File: config.mk
export PLATFORM = sky130hd
export DESIGN_NAME = mem_lb_rr_arb
export DESIGN_NICKNAME = d
export VERILOG_FILES = /design/src/rtl/mem_lb_pkg.sv /design/src/rtl/mem_lb_rr_arb_rr_pick.sv /design/src/rtl/mem_lb_rr_arb.sv
export SDC_FILE = /design/constraint.sdc
export NUM_CORES = 1
export LEC_CHECK = 0
export ABC_CLOCK_PERIOD_IN_PS = 4300
export CORE_AREA = 2 2 490 492
export DETAILED_ROUTE_END_ITERATION = 16
export DIE_AREA = 0 0 492 494
export HOLD_SLACK_MARGIN = 0.12
export SLEW_MARGIN = 5
export SYNTH_ARGS = -nofsm -noshare
export SYNTH_HDL_FRONTEND = slang
export SYNTH_SLANG_ARGS = --single-unit
File: constraint.sdc
create_clock -name CLK -period 4.3 [get_ports CLK]
set_input_delay 0.86 -clock CLK [delete_from_list [all_inputs] [get_ports CLK]]
set_output_delay 0.86 -clock CLK [all_outputs]
set_load 0.01 [all_outputs]
File: src/rtl/mem_lb_pkg.sv
// Shared types and constants for the MEM_LB round-robin arbiter.
package mem_lb_pkg;

   localparam int unsigned LB_ADR_W     = 32;
   localparam int unsigned LB_LEN_W     = 8;
   localparam int unsigned LB_IDX_W     = 3;
   localparam int unsigned LB_MAX_PORTS = 8;
   localparam int unsigned LB_TMO_DEF   = 4096;
   localparam int unsigned LB_CNT_MIN_W = 13;

   typedef enum logic [1:0] {
      ST_IDLE = 2'd0,
      ST_REQ  = 2'd1,
      ST_DATA = 2'd2,
      ST_GAP  = 2'd3
   } state_t;

   typedef struct packed {
      logic [LB_ADR_W-1:0] adr;
      logic [LB_LEN_W-1:0] len;
   } lb_req_t;

endpackage

File: src/rtl/mem_lb_rr_arb_rr_pick.sv
// Round-robin pick: first set request searching upward from last+1, wrapping.
module rr_pick
   import mem_lb_pkg::*;
#(
   parameter int unsigned P_PORTS = 4
) (
   input  logic [P_PORTS-1:0]  req,
   input  logic [LB_IDX_W-1:0] last,
   output logic                vld_c,
   output logic [LB_IDX_W-1:0] idx_c
);

   logic [LB_MAX_PORTS-1:0] req_pad;
   logic [LB_IDX_W:0]       sum;

   // Zero-extend so a full-width index never runs past the vector
   assign req_pad = LB_MAX_PORTS'(req);

   // Walk candidates last+1 .. last+P_PORTS modulo P_PORTS, keep the first hit
   always_comb begin
      vld_c = 1'b0;
      idx_c = '0;
      sum   = '0;
      for (int i = 1; i <= int'(P_PORTS); i++) begin
         sum = {1'b0, last} + (LB_IDX_W+1)'(i);
         if (sum >= (LB_IDX_W+1)'(P_PORTS)) begin
            sum = sum - (LB_IDX_W+1)'(P_PORTS);
         end
         if (!vld_c && req_pad[sum[LB_IDX_W-1:0]]) begin
            vld_c = 1'b1;
            idx_c = sum[LB_IDX_W-1:0];
         end
      end
   end

endmodule

File: src/rtl/mem_lb_rr_arb.sv
// Round-robin arbiter sharing one MEM_LB read port among P_PORTS requesters.
module mem_lb_rr_arb
   import mem_lb_pkg::*;
#(
   parameter int unsigned P_PORTS = 4,
   parameter int unsigned P_DAT_W = 512,
   parameter int unsigned P_TMO   = LB_TMO_DEF
) (
   input  logic                         CLK,
   input  logic                         RST_N,
   input  logic [P_PORTS-1:0]           REQ_I,
   input  logic [P_PORTS*LB_ADR_W-1:0]  ADR_I,
   input  logic [P_PORTS*LB_LEN_W-1:0]  LEN_I,
   output logic [P_PORTS-1:0]           ACK_O,
   output logic [P_PORTS-1:0]           WREN_O,
   output logic [P_DAT_W-1:0]           WDAT_O,
   output logic [P_PORTS-1:0]           WEND_O,
   output logic                         MEM_LB_REQ,
   output logic [LB_ADR_W-1:0]          MEM_LB_ADR,
   output logic [LB_LEN_W-1:0]          MEM_LB_LEN,
   input  logic                         MEM_LB_ACK,
   input  logic                         MEM_LB_WREN,
   input  logic [P_DAT_W-1:0]           MEM_LB_WDAT,
   input  logic                         MEM_LB_WEND,
   output logic [LB_IDX_W-1:0]          GNT_ID,
   output logic                         BUSY,
   output logic                         TMO_ERR
);

   localparam int unsigned CNT_W = ($clog2(P_TMO) + 1 > LB_CNT_MIN_W) ?
                                   ($clog2(P_TMO) + 1) : LB_CNT_MIN_W;

   state_t               state_q, state_nxt;
   lb_req_t              lb_q, lb_sel;
   logic [LB_IDX_W-1:0]  gnt_q, last_q, pick_idx;
   logic                 pick_vld;
   logic                 mem_req_q, busy_q, tmo_q;
   logic [CNT_W-1:0]     cnt_q;
   logic [P_PORTS-1:0]   gnt_oh;
   logic                 grant, ack_c, dat_act, done, tmo_hit;

   rr_pick #(.P_PORTS(P_PORTS)) u_pick (
      .req   (REQ_I),
      .last  (last_q),
      .vld_c (pick_vld),
      .idx_c (pick_idx)
   );

   // Mux the winning requester's address/length
   always_comb begin
      lb_sel = '0;
      for (int k = 0; k < int'(P_PORTS); k++) begin
         if (pick_idx == LB_IDX_W'(k)) begin
            lb_sel.adr = ADR_I[LB_ADR_W*k +: LB_ADR_W];
            lb_sel.len = LB_LEN_W'(LEN_I[LB_LEN_W*k +: LB_LEN_W]);
         end
      end
   end

   // Next-state and per-cycle strobes
   always_comb begin
      state_nxt = state_q;
      grant     = 1'b0;
      ack_c     = 1'b0;
      dat_act   = 1'b0;
      done      = 1'b0;
      tmo_hit   = 1'b0;
      case (state_q)
         ST_IDLE: begin
            if (pick_vld) begin
               grant     = 1'b1;
               state_nxt = ST_REQ;
            end
         end
         ST_REQ: begin
            if (MEM_LB_ACK) begin
               ack_c = 1'b1;
               if (lb_q.len != '0) begin
                  state_nxt = ST_DATA;
               end else begin
                  done      = 1'b1;
                  state_nxt = ST_GAP;
               end
            end
         end
         ST_DATA: begin
            dat_act = 1'b1;
            if (MEM_LB_WEND) begin
               done      = 1'b1;
               state_nxt = ST_GAP;
            end else if (cnt_q == CNT_W'(P_TMO - 1)) begin
               tmo_hit   = 1'b1;
               done      = 1'b1;
               state_nxt = ST_GAP;
            end
         end
         ST_GAP: begin
            state_nxt = ST_IDLE;
         end
         default: begin
            state_nxt = ST_IDLE;
         end
      endcase
   end

   // State and control registers
   always_ff @(posedge CLK or negedge RST_N) begin
      if (!RST_N) begin
         state_q   <= ST_IDLE;
         lb_q      <= '0;
         gnt_q     <= '0;
         last_q    <= LB_IDX_W'(P_PORTS - 1);
         mem_req_q <= 1'b0;
         busy_q    <= 1'b0;
         tmo_q     <= 1'b0;
         cnt_q     <= '0;
      end else begin
         state_q   <= state_nxt;
         mem_req_q <= (state_nxt == ST_REQ);
         busy_q    <= (state_nxt != ST_IDLE);
         if (grant) begin
            gnt_q <= pick_idx;
            lb_q  <= lb_sel;
         end
         if (done) begin
            last_q <= gnt_q;
         end
         if (tmo_hit) begin
            tmo_q <= 1'b1;
         end
         if (state_q == ST_DATA) begin
            cnt_q <= cnt_q + CNT_W'(1);
         end else begin
            cnt_q <= '0;
         end
      end
   end

   // Zero-latency response steering to the granted requester
   assign gnt_oh     = P_PORTS'(1) << gnt_q;
   assign ACK_O      = ack_c ? gnt_oh : '0;
   assign WREN_O     = (dat_act && MEM_LB_WREN) ? gnt_oh : '0;
   assign WEND_O     = (dat_act && MEM_LB_WEND) ? gnt_oh : '0;
   assign WDAT_O     = MEM_LB_WDAT;
   assign MEM_LB_REQ = mem_req_q;
   assign MEM_LB_ADR = lb_q.adr;
   assign MEM_LB_LEN = lb_q.len;
   assign GNT_ID     = gnt_q;
   assign BUSY       = busy_q;
   assign TMO_ERR    = tmo_q;

endmodule

==> flow_summary.json, run 1 <==
{
  "critPathRequiredTime_ns": 3.44,
  "pre_cts_slack_ns": 0.516,
  "cts_root_buffer": "clkbuf_16",
  "whs_ns": 0.444,
  "irDropWorstVdd_mv": 0.692,
  "instances_no_fill": 3919,
  "nets": 1433,
  "min_period_ns": 3.69,
  "viasPerCell": 1.65,
  "ant_nets": 0,
  "synthFlopType": "dfrtp_1",
  "syn_nets": 1741,
  "synth_edf_count": 0,
  "portBuffers": 226,
  "initialDrtViolationCount": 437,
  "placed_area_sq_mm": 0.0113,
  "slew_viol_final": 0,
  "synthArstFlopShare_pct": 100,
  "seq_area_frac_synth_pct": 18.0,
  "critPathArrivalTime_ns": 2.83,
  "synth.ff_latch_count": 64,
  "cts.sinks": 64,
  "synth.distinct_cells": 53,
  "cts_tree": "built",
  "status": "finished, final reports clean",
  "drv_cap": 0,
  "die_area_sq_mm": 0.243,
  "core_area_sq_mm": 0.237,
  "drc_errors": 0,
  "wire_per_inst_um": 35.4,
  "finalInstanceArea_sq_mm": 0.0116,
  "io-pin-count": 1251,
  "syn-cell-area_sq_mm": 0.00893,
  "tightest_slew_ns": 0.958,
  "grt_overflow": 0,
  "placed_cells": 3901,
  "routed_wl_um": 139000,
  "synthDominantCellAreaShare_pct": 43.1,
  "crit_type": "in2out",
  "area_growth_pct": 29.7,
  "grt_pass1_vias": 6258,
  "yosysWarnings": 0,
  "synthCells": 1053,
  "die_w_um": 492,
  "path_max_fanout": 5,
  "hold_class": "reg2reg",
  "max-slew-margin-rel_pct": 36.2,
  "m1WireLength_um": 13700,
  "grt_pass1_wl_um": 152000,
  "synth.area.top_cells": "buf_4 43%, dfrtp_1 17%, a221oi_2 6.7%",
  "drive_gt1_share_pct": 12.7,
  "fmax_mhz": 271,
  "num_rows": 179,
  "rsz0062_at_grt": "false",
  "vias": 6467,
  "gp_congestion": 0.826,
  "p_per_area_mw_per_mm2": 602,
  "cp-end-kind": "primary output",
  "path_clk_slew_ns": 0.06,
  "drt-pass1-iter-count": 5,
  "fin_ws_ns": 0.614,
  "routed-wl-met3_um": 55200,
  "start_kind": "primary input",
  "cts_hold_buffers": 0,
  "dp_hpwl_um": 130000,
  "routed-wl-met2_um": 63600,
  "tns_ns": 0,
  "period_share_pct": 85.7,
  "grt_usage_pct": 10.9,
  "clk_latency_ns": 0.39,
  "avgSynthCellArea_sq_um": 8.48,
  "synth_top_cell_by_area": "buf_4",
  "top_layer": "met5",
  "cts_resized": 0,
  "finalHoldViolCount": 0,
  "grt_max_degree": 49,
  "cts-buffers-inserted": 9,
  "antenna_found_initial": 4,
  "initial_utilization_pct": 3.76,
  "cts_setup_buffers": 0,
  "cellLeakagePower_nw": 3.05,
  "skew_ns": 0.0175,
  "htree_levels": 3,
  "setup_viol": 0,
  "clk_path_buf_depth": 2,
  "fillerInstances": 28200,
  "die_y_um": 494
}
[synth_stat cells, types with 2 or more instances]
| master | number |
|---|---|
| a21boi_0 | 42 |
| a21o_1 | 2 |
| a21oi_1 | 47 |
| a221oi_2 | 40 |
| and2_1 | 5 |
| buf_2 | 15 |
| buf_4 | 513 |
| buf_6 | 10 |
| clkbuf_1 | 24 |
| dfrtp_1 | 62 |
| dfstp_2 | 2 |
| ha_1 | 7 |
| inv_1 | 5 |
| mux2_2 | 2 |
| mux2i_1 | 43 |
| mux4_2 | 3 |
| nand2_1 | 15 |
| nand2b_1 | 4 |
| nand3_1 | 7 |
| nand4_1 | 2 |
| nor2_1 | 57 |
| nor2b_1 | 4 |
| nor3_1 | 8 |
| nor3b_1 | 2 |
| nor4_1 | 7 |
| o21ai_0 | 33 |
| o21ai_1 | 15 |
| o21ai_2 | 2 |
| o21bai_1 | 2 |
| o22a_1 | 41 |
| o31a_1 | 2 |
| or3_1 | 3 |
| xnor2_1 | 3 |
| xor2_1 | 5 |
[state kept, by name, indices dropped and copies added (netlist names)]
register	flops
cnt_q	13
MEM_LB_ADR	32
state_q	2
MEM_LB_REQ	1
MEM_LB_LEN	8
TMO_ERR	1
BUSY	1
GNT_ID	3
last_q	3
[logic make-up after synthesis]
group           Yosys count  synth area share (%)
flops                    64                  18.0
simple gates            121                  6.46
compound gates          237                  21.5
mux                      48                  5.83
buf+inv                 568                  46.5
fa+ha+maj                 7                 0.980
xor+xnor                  8                 0.784
[routing by layer]
layer / vias up / GRT usage [%]
met5: - / 1.96
met4: 14 / 4.21
met3: 227 / 20.2
met2: 899 / 17.4
met1: 2841 / 3.13
li1: 2486 / -
[report_power, final]
part	switching (W)	total [W]	internal, W
Combinational	0.00292	0.00494	0.00202
Sequential	0.000281	0.00114	0.000861
Clock	0.000368	0.000894	0.000526
Total	0.00357	0.00698	0.00341
[cells in the final DEF (no fill, tap or decap), types with 2 or more instances in the layout]
cell type / count
a21boi_0: 42
a21boi_4: 2
a21o_1: 2
a21oi_1: 47
a221oi_2: 40
and2_1: 4
buf_12: 4
buf_4: 14
bufinv_16: 2
clkbuf_16: 9
clkdlybuf4s50_1: 225
dfrtp_1: 62
dfstp_2: 2
diode_2: 2
ha_1: 7
inv_1: 5
mux2_2: 2
mux2i_1: 43
mux4_2: 3
nand2_1: 14
nand2b_1: 4
nand3_1: 7
nand4_1: 2
nor2_1: 57
nor2b_1: 4
nor3_1: 8
nor3b_1: 2
nor4_1: 5
o21ai_0: 33
o21ai_1: 15
o21bai_1: 2
o22a_1: 41
o31a_2: 2
or3_1: 3
xnor2_1: 3
xor2_1: 5
[path summary, 6_finish.rpt]
| check | startpoint | slack, ns | cells after the start | to |
|---|---|---|---|---|
| worst max-delay path | MEM_LB_ACK | 0.61 | 4 | ACK_O[2] |
| worst min-delay path | cnt_q[0]$_DFF_PN0_ | 0.44 | 1 | cnt_q[0]$_DFF_PN0_ |
| worst max register to register | last_q[0]$_DFFE_PN1P_ | 0.78 | 9 | MEM_LB_ADR[10]$_DFFE_PN0P_ |
| worst min register to register | cnt_q[0]$_DFF_PN0_ | 0.44 | 1 | cnt_q[0]$_DFF_PN0_ |
| max in group asynchronous | RST_N | 2.91 | 2 | MEM_LB_ADR[1]$_DFFE_PN0P_ |
| min in group asynchronous | RST_N | 0.55 | 1 | BUSY$_DFF_PN0_ |
[worst max-delay path, stage by stage]
cell,delay (ns)
clkdlybuf4s50_1,0.82
nand3_1,0.18
nor3_1,0.35
clkdlybuf4s50_1,0.61
[area by class of cell]
cell class              count  area, sq um  area share [%]
clock inverters             6         90.1           0.777
flip-flops and latches     64         1600            13.8
repair buffers            243         2440            21.0
diodes                      2         5.00          0.0432
clock buffers              10          239            2.06
inverters                   6         22.5           0.194
multi-input cells         421         3230            27.9
well taps                3167         3960            34.2
[stage by stage]
step / util, % / power, W
2_1_floorplan: - / 0.00467
3_3_place_gp: 4.74 / 0.00612
3_5_place_dp: 4.74 / 0.00621
4_1_cts: 4.88 / 0.00717
5_1_grt: 4.88 / 0.00743
6_report: 4.88 / 0.00698
(Power assumes the default switching activity.)
==> run 2, diff against run 1 <==
SETUP_SLACK_MARGIN = 0.2   (was unset)
==> results of run 2 <==
No change in the layout: final DEF, timing and power equal those of run 1.
==> run 3, diff against run 2 <==
PLACE_DENSITY = 0.3   (was unset)
==> run 3 against run 2 <==
Combinational power grew 4.9%. Power grew 1.7%. Clock-buffer cell count is the same. Fmax grew 9.2%. Sequential power is essentially flat. Register-to-register slack gained 0.29 ns.
==> flow_summary.json, run 3 (same netlist as run 1, synthesis figures left out) <==
{
  "grt_usage_pct": 10.8,
  "cts-buffers-inserted": 9,
  "nets": 1438,
  "viasPerCell": 1.66,
  "status": "finished, final reports clean",
  "final_common_cell": "clkdlybuf4s50_1",
  "cts.sinks": 64,
  "htree_levels": 3,
  "intPower_w": 0.00334,
  "portBuffers": 226,
  "critPathArrivalTime_ns": 2.51,
  "grt_max_degree": 46,
  "crit_type": "reg2out",
  "die_area_sq_mm": 0.243,
  "cts_setup_buffers": 0,
  "max_stage_delay_ns": 0.59,
  "finalHoldViolCount": 0,
  "fmax_mhz": 296,
  "placed_cells": 3906,
  "antenna_found_initial": 9,
  "power_frac_clock_pct": 11.2,
  "whs_ns": 0.448,
  "hold_class": "reg2reg",
  "start_kind": "register",
  "drt-pass1-iter-count": 4,
  "routed_wl_um": 136000,
  "drive_gt1_share_pct": 13.0,
  "slew_viol_final": 0,
  "max-slew-margin-rel_pct": 46.1,
  "grt_pass1_wl_um": 152000,
  "grt_pass1_vias": 6688,
  "final_cell_mix": "225 x clkdlybuf4s50_1, 62 x dfrtp_1, 57 x nor2_1",
  "critical_path.cell_chain": "inv_1, ha_1, nand2_1, nor4_1, clkdlybuf4s50_1",
  "cts_resized": 0,
  "rsz0062_at_grt": "false",
  "cp-end-kind": "primary output",
  "worst-path-buf-inv": 2,
  "die_w_um": 492,
  "cellLeakagePower_nw": 3.05,
  "io-pin-count": 1251,
  "seq_power_share_pct": 15.7,
  "crit_family": "buffers and inverters",
  "skew_ns": 0.0281,
  "clk_path_buf_depth": 2,
  "irDropWorstVdd_mv": 0.632,
  "cts_root_buffer": "clkbuf_16",
  "tightest_slew_ns": 0.808,
  "switching_share_pct": 52.9,
  "grt_overflow": 0,
  "area_growth_pct": 29.6,
  "fillerInstances": 28200,
  "path_clk_slew_ns": 0.07,
  "setup_viol": 0,
  "die_y_um": 494,
  "gp_congestion": 0.793,
  "p_sw_w": 0.00375,
  "num_rows": 179,
  "drc_errors": 0,
  "min_period_ns": 3.37,
  "critPathRequiredTime_ns": 3.44,
  "instances_no_fill": 3925,
  "initial_utilization_pct": 3.76,
  "cts_tree": "built",
  "core_area_sq_mm": 0.237,
  "comb_power_share_pct": 73.1,
  "p_per_area_mw_per_mm2": 613,
  "vias": 6505,
  "dp_hpwl_um": 126000,
  "path_max_fanout": 11,
  "ant_nets": 0,
  "period_share_pct": 78.5,
  "largest_register_ffs": 32,
  "tns_ns": 0,
  "drv_cap": 0,
  "slowest_stage": "clkdlybuf4s50_1",
  "wire_per_inst_um": 34.7,
  "clk_latency_ns": 0.42,
  "cts_hold_buffers": 0,
  "initialDrtViolationCount": 303
}
[run 3: power groups by stage]
stage / Sequential, W / Clock (W) / Combinational [W]
final: 0.00111 / 0.000797 / 0.00518
after global routing: 0.00115 / 0.000868 / 0.00563
after CTS: 0.00113 / 0.000859 / 0.00540
after detailed placement: 0.00114 / 0 / 0.00539
after global placement: 0.00115 / 0 / 0.00538
after floorplan: 0.00109 / 0 / 0.00358
[run 3: final cells by class]
| type | count | area [sq um] | area share (%) |
|---|---|---|---|
| well taps | 3167 | 3960 | 34.2 |
| multi-input cells | 421 | 3220 | 27.8 |
| repair buffers | 248 | 2490 | 21.5 |
| flip-flops and latches | 64 | 1600 | 13.9 |
| clock buffers | 10 | 229 | 1.98 |
| clock inverters | 6 | 45.0 | 0.389 |
| inverters | 6 | 22.5 | 0.195 |
| diodes | 3 | 7.51 | 0.0649 |
[run 3: path summary, 6_finish.rpt]
| path | depth (start not counted) | startpoint | slack, ns | endpoint |
|---|---|---|---|---|
| max | 5 | state_q[0]$_DFF_PN0_ | 0.93 | WREN_O[2] |
| min | 1 | cnt_q[0]$_DFF_PN0_ | 0.45 | cnt_q[0]$_DFF_PN0_ |
| max reg2reg | 9 | last_q[1]$_DFFE_PN1P_ | 1.07 | MEM_LB_ADR[9]$_DFFE_PN0P_ |
| min reg2reg | 1 | cnt_q[0]$_DFF_PN0_ | 0.45 | cnt_q[0]$_DFF_PN0_ |
| max in group asynchronous | 2 | RST_N | 2.87 | MEM_LB_ADR[3]$_DFFE_PN0P_ |
| min in group asynchronous | 1 | RST_N | 0.51 | MEM_LB_ADR[13]$_DFFE_PN0P_ |
[run 3: through the flow]
stage	setup slack [ns]	utilization, %	area [sq um]	power [W]
finish	0.926	4.88	11600	0.00709
detailed placement	0.677	4.76	11300	0.00652
CTS	0.849	4.87	11600	0.00739
global placement	0.695	4.76	11300	0.00652
floorplan	1.19	-	8930	0.00467
global route	0.703	4.87	11600	0.00765
[run 3: worst reg2reg max path: stages, from the launching register on]
cell	delay (ns)
dfstp_2	0.54
inv_1	0.09
ha_1	0.41
mux4_2	0.56
a21bo_4	0.23
nand4_2	0.24
and2_2	0.30
a21boi_4	0.16
buf_12	0.25
a221oi_2	0.39
[run 3: metal layers]
metal	vias to the layer above	GRT usage, %	part of all wire, %
li1	2496	-	-
met1	2838	3.82	13
met2	972	18.1	48
met3	191	18.6	37
met4	8	2.94	2.3
met5	-	1.02	0.25
